[src/rtl/ni_spike_arbiter_if.sv]
// Link bundle for the spike arbiter: per-source FIFO read side plus the
// router injection valid/ready port and arbiter status.
interface ni_spike_arbiter_if #(
  parameter int N_PORTS    = 4,
  parameter int DATA_WIDTH = 32,
  parameter int SRC_W      = $clog2(N_PORTS)
);
  logic                          enable;
  logic [N_PORTS-1:0]            fifo_empty;
  logic [N_PORTS*DATA_WIDTH-1:0] fifo_dout;
  logic [N_PORTS-1:0]            fifo_rd_en;
  logic [SRC_W+DATA_WIDTH-1:0]   out_data;
  logic                          out_valid;
  logic                          out_ready;
  logic [SRC_W-1:0]              grant_id;
  logic                          busy;

  modport master (
    input  enable, fifo_empty, fifo_dout, out_ready,
    output fifo_rd_en, out_data, out_valid, grant_id, busy
  );

  modport slave (
    output enable, fifo_empty, fifo_dout, out_ready,
    input  fifo_rd_en, out_data, out_valid, grant_id, busy
  );
endinterface

[src/rtl/ni_spike_arbiter.sv]
// Round-robin, burst-limited drain of N local spike FIFOs into one router
// injection port; FIFO read data arrives one cycle after the read enable.
module ni_spike_arbiter_chk #(
  parameter int N_PORTS = 4,
  parameter int PKT_W   = 34
) (
  input logic               clk,
  input logic               rst_n,
  input logic [N_PORTS-1:0] rd_en,
  input logic [N_PORTS-1:0] empty,
  input logic               out_valid,
  input logic               out_ready,
  input logic [PKT_W-1:0]   out_data
);
  a_rd_onehot: assert property (@(posedge clk) disable iff (!rst_n)
    $onehot0(rd_en));

  a_no_empty_read: assert property (@(posedge clk) disable iff (!rst_n)
    ((rd_en & empty) == {N_PORTS{1'b0}}));

  a_hold_until_ready: assert property (@(posedge clk) disable iff (!rst_n)
    (out_valid && !out_ready) |=> (out_valid && $stable(out_data)));
endmodule

module ni_spike_arbiter #(
  parameter int N_PORTS    = 4,
  parameter int DATA_WIDTH = 32,
  parameter int BURST      = 4,
  parameter int SRC_W      = $clog2(N_PORTS)
) (
  input logic                clk,
  input logic                rst_n,
  ni_spike_arbiter_if.master bus
);
  localparam int              CNT_W     = $clog2(BURST + 1);
  localparam int              PKT_W     = SRC_W + DATA_WIDTH;
  localparam logic [SRC_W-1:0] LAST_SRC = SRC_W'(N_PORTS - 1);
  localparam logic [CNT_W-1:0] BURST_LIM = CNT_W'(BURST);

  typedef enum logic [1:0] {
    IDLE  = 2'd0,
    READ  = 2'd1,
    LATCH = 2'd2,
    SEND  = 2'd3
  } state_t;

  state_t             state_r;
  state_t             next_state_s;
  logic [SRC_W-1:0]   grant_id_r;
  logic [SRC_W-1:0]   rr_ptr_r;
  logic [SRC_W-1:0]   sel_s;
  logic [CNT_W-1:0]   burst_cnt_r;
  logic [CNT_W-1:0]   burst_inc_s;
  logic [PKT_W-1:0]   out_data_r;
  logic               out_valid_r;
  logic [DATA_WIDTH-1:0] slice_s;
  logic [N_PORTS-1:0] rd_en_s;
  logic               any_req_s;
  logic               start_s;
  logic               grant_empty_s;
  logic               handshake_s;
  logic               burst_more_s;

  function automatic logic [SRC_W-1:0] wrap_idx(input logic [SRC_W-1:0] base, input int off);
    return SRC_W'((int'(base) + off) % N_PORTS);
  endfunction

  function automatic logic [SRC_W-1:0] next_ptr(input logic [SRC_W-1:0] g);
    return (g == LAST_SRC) ? {SRC_W{1'b0}} : g + SRC_W'(1'b1);
  endfunction

  assign any_req_s     = ~&bus.fifo_empty;
  assign start_s       = bus.enable && any_req_s;
  assign grant_empty_s = bus.fifo_empty[grant_id_r];
  assign slice_s       = bus.fifo_dout[int'(grant_id_r) * DATA_WIDTH +: DATA_WIDTH];
  assign handshake_s   = (state_r == SEND) && out_valid_r && bus.out_ready;
  assign burst_inc_s   = burst_cnt_r + CNT_W'(1'b1);
  // A burst continues only while the source still has data and the limit is not reached.
  assign burst_more_s  = (burst_inc_s < BURST_LIM) && bus.enable && !grant_empty_s;

  // Pick the first non-empty source at or after rr_ptr; lowest offset wins.
  always_comb begin
    sel_s = rr_ptr_r;
    for (int i = N_PORTS - 1; i >= 0; i--) begin
      sel_s = bus.fifo_empty[wrap_idx(rr_ptr_r, i)] ? sel_s : wrap_idx(rr_ptr_r, i);
    end
  end

  // Next-state decode of the grant sequencer.
  always_comb begin
    next_state_s = state_r;
    case (state_r)
      IDLE:    next_state_s = start_s ? READ : IDLE;
      READ:    next_state_s = grant_empty_s ? IDLE : LATCH;
      LATCH:   next_state_s = SEND;
      SEND: begin
        if (handshake_s) begin
          next_state_s = burst_more_s ? READ : IDLE;
        end else begin
          next_state_s = SEND;
        end
      end
      default: next_state_s = IDLE;
    endcase
  end

  // Read strobe: one cycle in READ, suppressed if the source has gone empty.
  always_comb begin
    rd_en_s = {N_PORTS{1'b0}};
    if ((state_r == READ) && !grant_empty_s) begin
      rd_en_s[grant_id_r] = 1'b1;
    end else begin
      rd_en_s = {N_PORTS{1'b0}};
    end
  end

  // State register.
  always_ff @(posedge clk or negedge rst_n) begin
    if (!rst_n) begin
      state_r <= IDLE;
    end else begin
      state_r <= next_state_s;
    end
  end

  // Grant, round-robin pointer, burst count and output packet registers.
  always_ff @(posedge clk or negedge rst_n) begin
    if (!rst_n) begin
      grant_id_r  <= {SRC_W{1'b0}};
      rr_ptr_r    <= {SRC_W{1'b0}};
      burst_cnt_r <= {CNT_W{1'b0}};
      out_data_r  <= {PKT_W{1'b0}};
      out_valid_r <= 1'b0;
    end else begin
      case (state_r)
        IDLE: begin
          if (start_s) begin
            grant_id_r  <= sel_s;
            burst_cnt_r <= {CNT_W{1'b0}};
          end
        end
        LATCH: begin
          out_data_r  <= {grant_id_r, slice_s};
          out_valid_r <= 1'b1;
        end
        SEND: begin
          if (handshake_s) begin
            out_valid_r <= 1'b0;
            burst_cnt_r <= burst_inc_s;
            if (!burst_more_s) begin
              rr_ptr_r <= next_ptr(grant_id_r);
            end
          end
        end
        default: begin
          out_valid_r <= out_valid_r;
        end
      endcase
    end
  end

  assign bus.fifo_rd_en = rd_en_s;
  assign bus.out_data   = out_data_r;
  assign bus.out_valid  = out_valid_r;
  assign bus.grant_id   = grant_id_r;
  assign bus.busy       = (state_r != IDLE);

  ni_spike_arbiter_chk #(
    .N_PORTS (N_PORTS),
    .PKT_W   (PKT_W)
  ) u_chk (
    .clk       (clk),
    .rst_n     (rst_n),
    .rd_en     (rd_en_s),
    .empty     (bus.fifo_empty),
    .out_valid (out_valid_r),
    .out_ready (bus.out_ready),
    .out_data  (out_data_r)
  );
endmodule

[src/flat_wrapper.sv]
// flat-port wrapper written by rule: the top's interface ports become plain ports
module ni_spike_arbiter_flat 
#(
  parameter int N_PORTS    = 4,
  parameter int DATA_WIDTH = 32,
  parameter int BURST      = 4,
  parameter int SRC_W      = $clog2(N_PORTS)
)
  (clk, rst_n, bus_enable, bus_fifo_empty, bus_fifo_dout, bus_out_ready, bus_fifo_rd_en, bus_out_data, bus_out_valid, bus_grant_id, bus_busy);
  ni_spike_arbiter_if #(.N_PORTS(N_PORTS), .DATA_WIDTH(DATA_WIDTH), .SRC_W(SRC_W)) bus_i ();
  input logic clk;
  input logic rst_n;
  input wire logic [$bits(bus_i.enable)-1:0] bus_enable;
  input wire logic [$bits(bus_i.fifo_empty)-1:0] bus_fifo_empty;
  input wire logic [$bits(bus_i.fifo_dout)-1:0] bus_fifo_dout;
  input wire logic [$bits(bus_i.out_ready)-1:0] bus_out_ready;
  output wire logic [$bits(bus_i.fifo_rd_en)-1:0] bus_fifo_rd_en;
  output wire logic [$bits(bus_i.out_data)-1:0] bus_out_data;
  output wire logic [$bits(bus_i.out_valid)-1:0] bus_out_valid;
  output wire logic [$bits(bus_i.grant_id)-1:0] bus_grant_id;
  output wire logic [$bits(bus_i.busy)-1:0] bus_busy;
  assign bus_i.enable = bus_enable;
  assign bus_i.fifo_empty = bus_fifo_empty;
  assign bus_i.fifo_dout = bus_fifo_dout;
  assign bus_i.out_ready = bus_out_ready;
  assign bus_fifo_rd_en = bus_i.fifo_rd_en;
  assign bus_out_data = bus_i.out_data;
  assign bus_out_valid = bus_i.out_valid;
  assign bus_grant_id = bus_i.grant_id;
  assign bus_busy = bus_i.busy;
  ni_spike_arbiter #(.N_PORTS(N_PORTS), .DATA_WIDTH(DATA_WIDTH), .BURST(BURST), .SRC_W(SRC_W)) u_core (.clk(clk), .rst_n(rst_n), .bus(bus_i));
endmodule
[config.mk]
export PLATFORM = sky130hd
export DESIGN_NAME = ni_spike_arbiter_flat
export DESIGN_NICKNAME = d
export VERILOG_FILES = /design/src/rtl/ni_spike_arbiter_if.sv /design/src/rtl/ni_spike_arbiter.sv /design/src/flat_wrapper.sv
export SDC_FILE = /design/constraint.sdc
export NUM_CORES = 1
export LEC_CHECK = 0
export ABC_AREA = 1
export CORE_ASPECT_RATIO = 0.6
export CORE_UTILIZATION = 38
export DETAILED_ROUTE_END_ITERATION = 6
export GPL_ROUTABILITY_DRIVEN = 0
export HOLD_SLACK_MARGIN = 0.02
export PLACE_DENSITY = 0.82
export SYNTH_ARGS = -nofsm -noshare
export SYNTH_HDL_FRONTEND = slang
export SYNTH_SLANG_ARGS = --single-unit
[constraint.sdc]
create_clock -name clk -period 1.8 [get_ports clk]
set_clock_uncertainty 0.15 [all_clocks]
set_input_delay 0.18 -clock clk [delete_from_list [all_inputs] [get_ports clk]]
set_output_delay 0.18 -clock clk [all_outputs]
set_load 0.05 [all_outputs]
==> results_dict.tcl <==
set metrics [dict create \
    post-route-period-util 1.10 \
    cp_max_fo 6 \
    first_pass_iters 4 \
    numCtsBuffers 5 \
    cts.htree.levels 2 \
    synth_ff_type "dfrtp_1" \
    crit_path_max_incr_delay_ps 460 \
    arrival_ps 1650 \
    synth_nets 591 \
    grt_usage 0.263 \
    fp.dieH_um 70.3 \
    clkLatencyLatePin_ps 280 \
    clkSinkCount 44 \
    ys_types 25 \
    post-dp-hpwl_um 8220 \
    async_flop_share 1.00 \
    rsz0062_at_grt "true" \
    hold_class "in2async" \
    cts_root_buf "clkbuf_16" \
    ant_nets 0 \
    p_leak_nw 2.27 \
    ff2ff_path_depth 7 \
    netlist_area_mm2 0.00296 \
    cts_tree "built" \
    avgSynthCellArea_um2 6.57 \
    violations "setup timing" \
    cp-end-kind "output port" \
    yosysWarningCount 0 \
    area_growth_pct 70.1 \
    p_total_mw 8.84 \
    drcViolationCount 0 \
    grt_max_degree 52 \
    synth_edf_count 0 \
    overflow 0 \
    drive_above_1_share 0.145 \
    synth_top_area_share 0.373 \
    crit_type "reg2out" \
    synth_commonest_cells "nor2_1 (124), nand2_1 (97), o21ai_0 (69), dfrtp_1 (44), a31oi_1 (18)" \
    setup_slack_ps -181 \
    rr_endpoint "u_core.bus.out_data[15]" \
    status "finished with violations" \
    drtIter0Drc 294 \
    clock_path_buffers 2 \
    fin_nets 767 \
    ir_drop_v 0.000813 \
    drv_slew 0 \
    rows 24 \
    grt_pass1_wl_um 16600 \
    fmax_mhz 505 \
    ys_ff_latch 44 \
    start_util 0.400 \
    synth_top_cell_by_area "dfrtp_1" \
    netlist_instances 450 \
    antenna_found_initial 0 \
    rr_startpoint "u_core.bus.grant_id[0]" \
    diodes 0 \
    yosysMostFrequentCell "nor2_1" \
    relSlewSlack 0.756 \
    vias 3683 \
    required_ps 1470 \
    io_pins 178 \
    finalSetupViolCount 4 \
    wl_per_cell_um 14.7 \
    viasPerCell 5.05 \
    critPathSlowestCell "dfrtp_2" \
    clkTransAtPathRegs_ps 60 \
    rrSetupSlack_ps 70 \
    startpoint_type "flop" \
    p_per_area_mw_per_mm2 1760 \
    placedCellCount 720 \
    worst_pin_slew_ps 364 \
    numPortBuffers 177 \
    maxCapViolCount 0 \
    wl_um 10700 \
    fp.dieW_um 116 \
    final_cells 730 \
    synth-seq-area-share 0.373 \
    path_cells "nand2_1 -> o21ai_0 -> a21oi_2 -> nand3_4 -> nor2_4 -> buf_12" \
    synth.area.top_cells "dfrtp_1 (37%), nor2_1 (16%), nand2_1 (12%), o21ai_0 (12%), a31oi_1 (3.8%)" \
    die_area_mm2 0.00815 \
    setup_tns_ps -685 \
    grt_pass1_vias 3466 \
    fill_cells 654 \
    coreArea_mm2 0.00739 \
    hold_violations 0 \
    layout_min_cycle_time_ps 1980 \
]
## what timing repair did
| action | in CTS | in global routing |
|---|---|---|
| hold buffers | 1 | 0 |
| endpoints found under the hold margin | 22 | 0 |
| setup buffers | 2 | 0 |
| resized for setup | 3 | 6 |
| pin swaps | 2 | 0 |
| endpoints found under the setup margin | 4 | 18 |
## worst max-delay path, delay by kind of cell (launching register included)
family / cells / cell delay [ps]
DFF: 1 / 460
and+or+nand+nor: 3 / 410
AOI/OAI and AO/OA: 2 / 340
buffers and inverters: 1 / 150
## area by class of cell
class | count | area (um2) | share of cell area
flip-flops and latches | 44 | 1100 | 0.220
multi-input cells | 355 | 1650 | 0.329
clock inverters | 1 | 5.00 | 0.000996
well taps | 104 | 130 | 0.0259
clock buffers | 6 | 129 | 0.0256
repair buffers | 199 | 1920 | 0.383
inverters | 21 | 81.3 | 0.0162
## cell usage in the layout, fill, tap and decap left out
cell	count
buf_4	53
and2_1	1
a21oi_2	2
a21oi_1	2
o21ai_2	1
o21ai_0	65
nand4_1	3
dfrtp_1	41
inv_4	1
ha_1	5
o22ai_1	15
nor2_1	120
inv_2	3
nand3_1	10
nand2_2	3
nand2_1	97
nor2_4	5
nor2_2	2
clkbuf_16	5
clkinv_2	1
clkbuf_1	1
o21ai_1	4
buf_12	6
clkdlybuf4s50_1	134
nand3_4	1
dlygate4sd3_1	1
dfrtp_2	3
a31oi_1	18
buf_6	3
buf_2	1
inv_1	17
buf_8	1
xnor2_1	1
## kinds of logic after synthesis
logic type	after synthesis	share of synthesized area
adders and majority gates	5	0.0212
xor gates and xnor gates	1	0.00296
buffers and inverters	51	0.0864
and+or+nand+nor	242	0.320
DFF	44	0.373
AOI/OAI and AO/OA	107	0.196
## sequential cells by signal, summed over array words and instances, names as in the netlist
name / cells
u_core.bus.out_valid: 1
u_core.burst_cnt_r: 3
u_core.bus.grant_id: 2
u_core.rr_ptr_r: 2
u_core.state_r: 2
u_core.bus.out_data: 34
## layer usage
| layer | vias up | routed length (um) | global-route usage | share of wire |
|---|---|---|---|---|
| met5 | - | 0 | 0 | 0 |
| met4 | 0 | 159 | 0.0783 | 0.015 |
| met3 | 17 | 1020 | 0.0677 | 0.095 |
| met2 | 173 | 5000 | 0.448 | 0.47 |
| met1 | 1676 | 4560 | 0.326 | 0.42 |
| li1 | 1817 | - | - | - |
## how the worst max path moves through the flow
| stage | slack [ps] | from | endpoint | cells past startpoint |
|---|---|---|---|---|
| CTS | -160 | u_core.bus.grant_id[0] | bus_fifo_rd_en[3] | 6 |
| global placement | -70 | bus_fifo_empty[0] | bus_fifo_rd_en[2] | 7 |
| global route | -240 | u_core.bus.grant_id[0] | bus_fifo_rd_en[3] | 6 |
| detailed placement | -80 | bus_fifo_empty[1] | bus_fifo_rd_en[2] | 7 |
| finish | -180 | u_core.bus.grant_id[0] | bus_fifo_rd_en[3] | 6 |
| floorplan | -30 | u_core.bus.grant_id[0] | bus_fifo_rd_en[0] | 6 |
## report_power, final
part / switching, mW / internal [mW]
Combinational: 3.98 / 2.12
Sequential: 0.395 / 1.49
Clock: 0.351 / 0.504
Total: 4.73 / 4.12
## per-stage QoR
step                utilization  setup WS [ps]  hold slack, ps  cell area [um2]
floorplan                     -          -28.8            -266             3010
global placement          0.656          -69.3           -37.2             4850
detailed placement        0.656          -79.4           -32.8             4850
CTS                       0.679           -157             196             5020
global route              0.681           -242             241             5030
finish                    0.681           -181             193             5030
(Power assumes the default switching activity.)
